$ cat config.mk
export PLATFORM = sky130hd
export DESIGN_NAME = mac4591s33_flat
export DESIGN_NICKNAME = d
export VERILOG_FILES = /design/src/rtl/mac4591s33_pkg.sv /design/src/rtl/mac4591s33_if.sv /design/src/rtl/mac4591s33_mul13s.sv /design/src/rtl/mac4591s33.sv /design/src/flat_wrapper.sv
export SDC_FILE = /design/constraint.sdc
export NUM_CORES = 1
export LEC_CHECK = 0
export CAP_MARGIN = 20
export CORE_UTILIZATION = 46
export CTS_CLUSTER_DIAMETER = 150
export DETAILED_ROUTE_END_ITERATION = 16
export MAX_ROUTING_LAYER = met4
export SLEW_MARGIN = 15
export SYNTH_ARGS = -nofsm -noshare
export SYNTH_HDL_FRONTEND = slang
export SYNTH_SLANG_ARGS = --single-unit
$ cat constraint.sdc
create_clock -name clk -period 7.2 [get_ports clk]
set_clock_uncertainty 0.15 [all_clocks]
set_input_delay 2.16 -clock clk [delete_from_list [all_inputs] [get_ports clk]]
set_output_delay 2.16 -clock clk [all_outputs]
set_load 0.005 [all_outputs]
$ cat src/rtl/mac4591s33_pkg.sv
// Shared sntrup761 mod-4591 constants and operand/accumulator types,
// common to the MAC and the downstream 33-bit reducer.
package ntru4591_pkg;

   localparam int NTRU_Q  = 4591;
   localparam int NTRU_QH = 2295;

   localparam int RES_W  = 13;
   localparam int PROD_W = 26;
   localparam int ACC_W  = 33;

   typedef logic signed [RES_W-1:0]  res_t;
   typedef logic signed [PROD_W-1:0] prod_t;
   typedef logic signed [ACC_W-1:0]  acc_t;

   // True when a centered residue lies inside -NTRU_QH..NTRU_QH.
   function automatic logic in_range(input res_t x);
      res_t lim;
      lim = res_t'(NTRU_QH);
      return (x >= -lim) && (x <= lim);
   endfunction

endpackage

$ cat src/rtl/mac4591s33_if.sv
// Operand-pair input stream and dot-product result stream of the MAC.
interface mac4591s33_if;
   import ntru4591_pkg::*;

   logic  in_valid;
   logic  in_ready;
   res_t  in_a;
   res_t  in_b;
   logic  out_valid;
   logic  out_ready;
   acc_t  out_sum;
   logic  out_err;

   modport master (
      output in_valid, in_a, in_b, out_ready,
      input  in_ready, out_valid, out_sum, out_err
   );

   modport slave (
      input  in_valid, in_a, in_b, out_ready,
      output in_ready, out_valid, out_sum, out_err
   );

endinterface

$ cat src/rtl/mac4591s33_mul13s.sv
// Registered 13x13 signed multiplier with hold enable; also flags
// operands outside the centered range.
module mul13s
   import ntru4591_pkg::*;
(
   input  logic  clk,
   input  logic  Reset_n,
   input  logic  i_en,
   input  res_t  i_a,
   input  res_t  i_b,
   output prod_t o_prod,
   output logic  o_err
);

   prod_t r_prod;
   logic  r_err;

   always_ff @(posedge clk or negedge Reset_n) begin
      if (!Reset_n) begin
         r_prod <= '0;
         r_err  <= 1'b0;
      end else if (i_en) begin
         r_prod <= i_a * i_b;
         r_err  <= ~(in_range(i_a) & in_range(i_b));
      end
   end

   assign o_prod = r_prod;
   assign o_err  = r_err;

endmodule

$ cat src/rtl/mac4591s33.sv
// Streaming signed multiply-accumulate: LEN products of centered residues
// summed exactly into a 33-bit signed result with an out-of-range flag.
module mac4591s33
   import ntru4591_pkg::*;
#(
   parameter int LEN = 761
)
(
   input  logic         clk,
   input  logic         Reset_n,
   input  logic         clear,
   mac4591s33_if.slave  bus
);

   localparam int CNT_W = (LEN > 1) ? $clog2(LEN) : 1;
   typedef logic [CNT_W-1:0] cnt_t;
   localparam cnt_t CNT_LAST = cnt_t'(LEN - 1);

   cnt_t  r_cnt;
   logic  r_p_v;
   logic  r_p_first;
   logic  r_p_last;
   acc_t  r_acc;
   logic  r_err_acc;
   logic  r_out_valid;
   acc_t  r_out_sum;
   logic  r_out_err;

   prod_t w_prod;
   logic  w_p_err;
   logic  w_stall;
   logic  w_accept;
   logic  w_fire;
   logic  w_first;
   logic  w_last;
   logic  w_mul_en;
   acc_t  w_prod_ext;
   acc_t  w_sum;
   logic  w_err;

   // A finished product cannot leave stage 2 while the previous result is
   // still unclaimed; everything upstream then freezes.
   always_comb begin
      w_stall    = r_p_v & r_p_last & r_out_valid & ~bus.out_ready;
      w_accept   = bus.in_valid & ~w_stall & ~clear;
      w_fire     = r_p_v & ~w_stall & ~clear;
      w_mul_en   = ~w_stall;
      w_first    = (r_cnt == '0);
      w_last     = (r_cnt == CNT_LAST);
      w_prod_ext = acc_t'({{(ACC_W-PROD_W){w_prod[PROD_W-1]}}, w_prod});
      w_sum      = r_p_first ? w_prod_ext : r_acc + w_prod_ext;
      w_err      = r_p_first ? w_p_err : (r_err_acc | w_p_err);
   end

   mul13s u_mul (
      .clk     (clk),
      .Reset_n (Reset_n),
      .i_en    (w_mul_en),
      .i_a     (bus.in_a),
      .i_b     (bus.in_b),
      .o_prod  (w_prod),
      .o_err   (w_p_err)
   );

   // Stage 1 control: term counter and first/last tags.
   always_ff @(posedge clk or negedge Reset_n) begin
      if (!Reset_n) begin
         r_cnt     <= '0;
         r_p_v     <= 1'b0;
         r_p_first <= 1'b0;
         r_p_last  <= 1'b0;
      end else if (clear) begin
         r_cnt <= '0;
         r_p_v <= 1'b0;
      end else if (!w_stall) begin
         r_p_v <= w_accept;
         if (w_accept) begin
            r_p_first <= w_first;
            r_p_last  <= w_last;
            r_cnt     <= w_last ? '0 : r_cnt + 1'b1;
         end
      end
   end

   // Stage 2: accumulator and result register.
   always_ff @(posedge clk or negedge Reset_n) begin
      if (!Reset_n) begin
         r_acc       <= '0;
         r_err_acc   <= 1'b0;
         r_out_valid <= 1'b0;
         r_out_sum   <= '0;
         r_out_err   <= 1'b0;
      end else begin
         if (w_fire) begin
            r_acc     <= w_sum;
            r_err_acc <= w_err;
         end
         if (w_fire && r_p_last) begin
            r_out_valid <= 1'b1;
            r_out_sum   <= w_sum;
            r_out_err   <= w_err;
         end else if (r_out_valid && bus.out_ready) begin
            r_out_valid <= 1'b0;
         end
      end
   end

   assign bus.in_ready  = ~w_stall;
   assign bus.out_valid = r_out_valid;
   assign bus.out_sum   = r_out_sum;
   assign bus.out_err   = r_out_err;

endmodule
$ cat src/flat_wrapper.sv
// flat-port wrapper written by rule: the top's interface ports become plain ports
module mac4591s33_flat import ntru4591_pkg::*;
#(
   parameter int LEN = 761
)
  (clk, Reset_n, clear, bus_in_valid, bus_in_a, bus_in_b, bus_out_ready, bus_in_ready, bus_out_valid, bus_out_sum, bus_out_err);
  mac4591s33_if bus_i ();
  input  logic clk;
  input  logic Reset_n;
  input  logic clear;
  input wire logic [$bits(bus_i.in_valid)-1:0] bus_in_valid;
  input wire logic [$bits(bus_i.in_a)-1:0] bus_in_a;
  input wire logic [$bits(bus_i.in_b)-1:0] bus_in_b;
  input wire logic [$bits(bus_i.out_ready)-1:0] bus_out_ready;
  output wire logic [$bits(bus_i.in_ready)-1:0] bus_in_ready;
  output wire logic [$bits(bus_i.out_valid)-1:0] bus_out_valid;
  output wire logic [$bits(bus_i.out_sum)-1:0] bus_out_sum;
  output wire logic [$bits(bus_i.out_err)-1:0] bus_out_err;
  assign bus_i.in_valid = bus_in_valid;
  assign bus_i.in_a = bus_in_a;
  assign bus_i.in_b = bus_in_b;
  assign bus_i.out_ready = bus_out_ready;
  assign bus_in_ready = bus_i.in_ready;
  assign bus_out_valid = bus_i.out_valid;
  assign bus_out_sum = bus_i.out_sum;
  assign bus_out_err = bus_i.out_err;
  mac4591s33 #(.LEN(LEN)) u_core (.clk(clk), .Reset_n(Reset_n), .clear(clear), .bus(bus_i));
endmodule
==> flow_summary.json <==
{
  "io_buffer_count": 66,
  "vias_per_cell": 5.22,
  "grt_pass1_vias": 10196,
  "clock-root-buffer": "clkbuf_16",
  "crit_required_ns": 7.29,
  "crit_buf_inv": 6,
  "crit_fanout": 7,
  "avgSynthCellArea_um2": 8.88,
  "io_pins": 67,
  "yosysTopAreaCellShare": 0.258,
  "slew_headroom": 0.390,
  "num_antenna_cells": 0,
  "dieWidth_um": 168,
  "hpwl_mm": 23.5,
  "start_util": 0.470,
  "finalSetupTns_ns": 0,
  "clk_pin_slew_ns": 0.08,
  "ys_ff_latch": 109,
  "htreeDepth": 3,
  "hold_path.class": "reg -> reg",
  "grt_pass1_wl_mm": 50.5,
  "wl_per_cell_um": 15.2,
  "gp_congestion": 0.891,
  "clock_path_buffers": 2,
  "crit_chain": "dlygate4sd2_1, buf_6, buf_4, and2_1, fa_1, fa_1, fa_1, fa_1, inv_1, fa_1, inv_1, ha_1, ha_1, nor2b_2, o21ai_2, o31ai_4, buf_6, o41ai_4, xnor2_1, a21oi_1",
  "die_height_um": 168,
  "grt-ovfl-total": 0,
  "finalHoldViolCount": 0,
  "drtAntennaViolNets": 0,
  "drive_gt1_frac": 0.184,
  "critPathArrivalTime_ns": 7.14,
  "worstSetupEndpointType": "register",
  "period_share": 0.979,
  "n_fill_cell": 2403,
  "drt_iter0_drc": 559,
  "die_area_um2": 28200,
  "yosys.area.top_type": "fa_1",
  "status": "finished, final reports clean",
  "rsz0062_at_grt": "true",
  "maxSlewViolCount": 0,
  "post-route-min-period_ns": 7.05,
  "rows": 60,
  "drc": 0,
  "start_kind": "primary input",
  "grt_max_degree": 59,
  "synth_area_um2": 12700,
  "setup_violations": 0,
  "core_area_um2": 27000,
  "yosysMostFrequentCell": "nand2_1",
  "vias": 10125,
  "synth_edf_count": 0,
  "async_reset_ff_frac": 1.00,
  "synth_nets": 1721,
  "cap_viol_max_count": 0,
  "grt_usage": 0.227,
  "drt-pass1-iter-count": 5,
  "totalWireLength_mm": 29.6,
  "yosysWarningCount": 0,
  "ys_top_cells_by_area": "fa_1, dfrtp_1, ha_1",
  "slowest_delay_ns": 0.55,
  "reg2reg_slack_ns": 3.92,
  "clock.fmax_mhz": 142,
  "crit_top_cell": "fa_1",
  "worstMarginPinSlew_ns": 0.911,
  "critPathSlowestCell": "fa_1",
  "grt_use_met1": 0.314,
  "antenna_found_initial": 0,
  "layout.nets": 1890,
  "synth_cell_types": 64,
  "cts_tree": "yes",
  "path_class": "in -> reg",
  "grt_use_met3": 0.0157,
  "cts_sinks": 109,
  "insertion_delay_ns": 0.36,
  "numCtsBuffers": 9,
  "synth_commonest_cells": "nand2_1, inv_1, fa_1",
  "grt_use_met2": 0.373,
  "cp_top_family": "adder cells",
  "ys.flop_type": "dfrtp_1",
  "yosysSeqAreaShare": 0.215,
  "synthCells": 1426,
  "busiest_layer": "met2",
  "syn_to_final_growth_pct": 22.6
}
==> metrics by stage <==
stage	instance area [µm²]	hold WS, ns	setup WS, ns	cells	utilization
4_1_cts	15300	0.332	0.00491	1933	0.568
3_3_place_gp	14600	0.309	-0.648	1902	0.543
6_report	15500	0.324	0.151	1941	0.576
2_1_floorplan	12800	0.300	-0.0482	1426	-
3_5_place_dp	14600	0.315	-0.732	1902	0.543
5_1_grt	15500	0.354	-0.0585	1941	0.576
==> sequential cells by signal (all words and copies together), names as in the netlist, 10 cells and up <==
register / count
u_core.r_acc: 33
u_core.r_cnt: 10
u_core.bus.out_sum: 33
u_core.u_mul.o_prod: 26
==> kinds of logic (layout without fill, tap and decap cells) <==
group / Yosys count / in the layout / share of synthesized area
adders and majority gates: 264 / 264 / 0.357
buffers and inverters: 240 / 414 / 0.0711
and+or+nand+nor: 479 / 479 / 0.176
DFF: 109 / 109 / 0.215
AOI/OAI and AO/OA: 264 / 264 / 0.129
muxes: 17 / 17 / 0.0142
xor gates and xnor gates: 53 / 53 / 0.0366
==> worst min-delay path, stage by stage, from the launching register on <==
cell	delay [ns]
dfrtp_1	0.34
nand2_1	0.04
o21ai_0	0.06
==> final timing paths <==
kind | startpoint | to | cells past startpoint
max reg2reg | u_core.u_mul.o_prod[25] | u_core.bus.out_sum[32] | 10
max | bus_in_b[11] | u_core.u_mul.o_prod[25] | 20
max in group asynchronous | Reset_n | u_core.u_mul.o_prod[8] | 2
min in group asynchronous | Reset_n | u_core.bus.out_sum[24] | 1
min | u_core.bus.out_sum[16] | u_core.bus.out_sum[16] | 2
min reg2reg | u_core.bus.out_sum[16] | u_core.bus.out_sum[16] | 2
==> final cells by class <==
| class | count | area [µm²] | share of cell area |
|---|---|---|---|
| clock inverter | 7 | 81.3 | 0.00524 |
| clock buffer | 9 | 225 | 0.0145 |
| timing repair buffer | 223 | 1900 | 0.122 |
| multi-input combinational | 1077 | 9510 | 0.612 |
| inverter | 175 | 661 | 0.0425 |
| tap | 341 | 427 | 0.0275 |
| sequential | 109 | 2730 | 0.176 |
==> what timing repair did <==
action,CTS,global route
resized for setup,114,70
buffers inserted,15,7
pin swaps,65,62
endpoints found under the hold margin,0,0
hold buffers,0,0
cloned,1,0
setup endpoints to repair,13,10
==> routing by layer <==
layer  routed length [µm]  up-vias
met5                    0        -
met4                  299        0
met3                  943       24
met2                13900      192
met1                14400     4911
li1                     -     4998
==> layout by cell type (no fill, tap or decap), types with 9 or more instances in the layout <==
| cell type | synthesis | layout |
|---|---|---|
| o21ai_0 | 87 | 79 |
| clkbuf_16 | 0 | 9 |
| buf_2 | 0 | 10 |
| clkdlybuf4s50_1 | 0 | 40 |
| ha_1 | 101 | 82 |
| nor3_1 | 20 | 19 |
| nor2_1 | 71 | 67 |
| fa_1 | 163 | 149 |
| dfrtp_1 | 109 | 109 |
| fa_2 | 0 | 14 |
| nand3_1 | 22 | 21 |
| mux2i_1 | 9 | 9 |
| a21o_1 | 27 | 27 |
| and2_1 | 75 | 67 |
| nand2_1 | 226 | 223 |
| buf_6 | 0 | 21 |
| nand2b_1 | 10 | 9 |
| ha_4 | 0 | 17 |
| xor2_1 | 29 | 29 |
| a21oi_1 | 71 | 63 |
| inv_1 | 174 | 168 |
| a31oi_1 | 11 | 11 |
| nand4_1 | 10 | 10 |
| and3_1 | 13 | 13 |
| buf_4 | 0 | 132 |
| xnor2_1 | 24 | 24 |
Power is left out: the tool's default activity adds up to more than one toggle a clock period on the data nets, which glitch-free logic cannot reach.
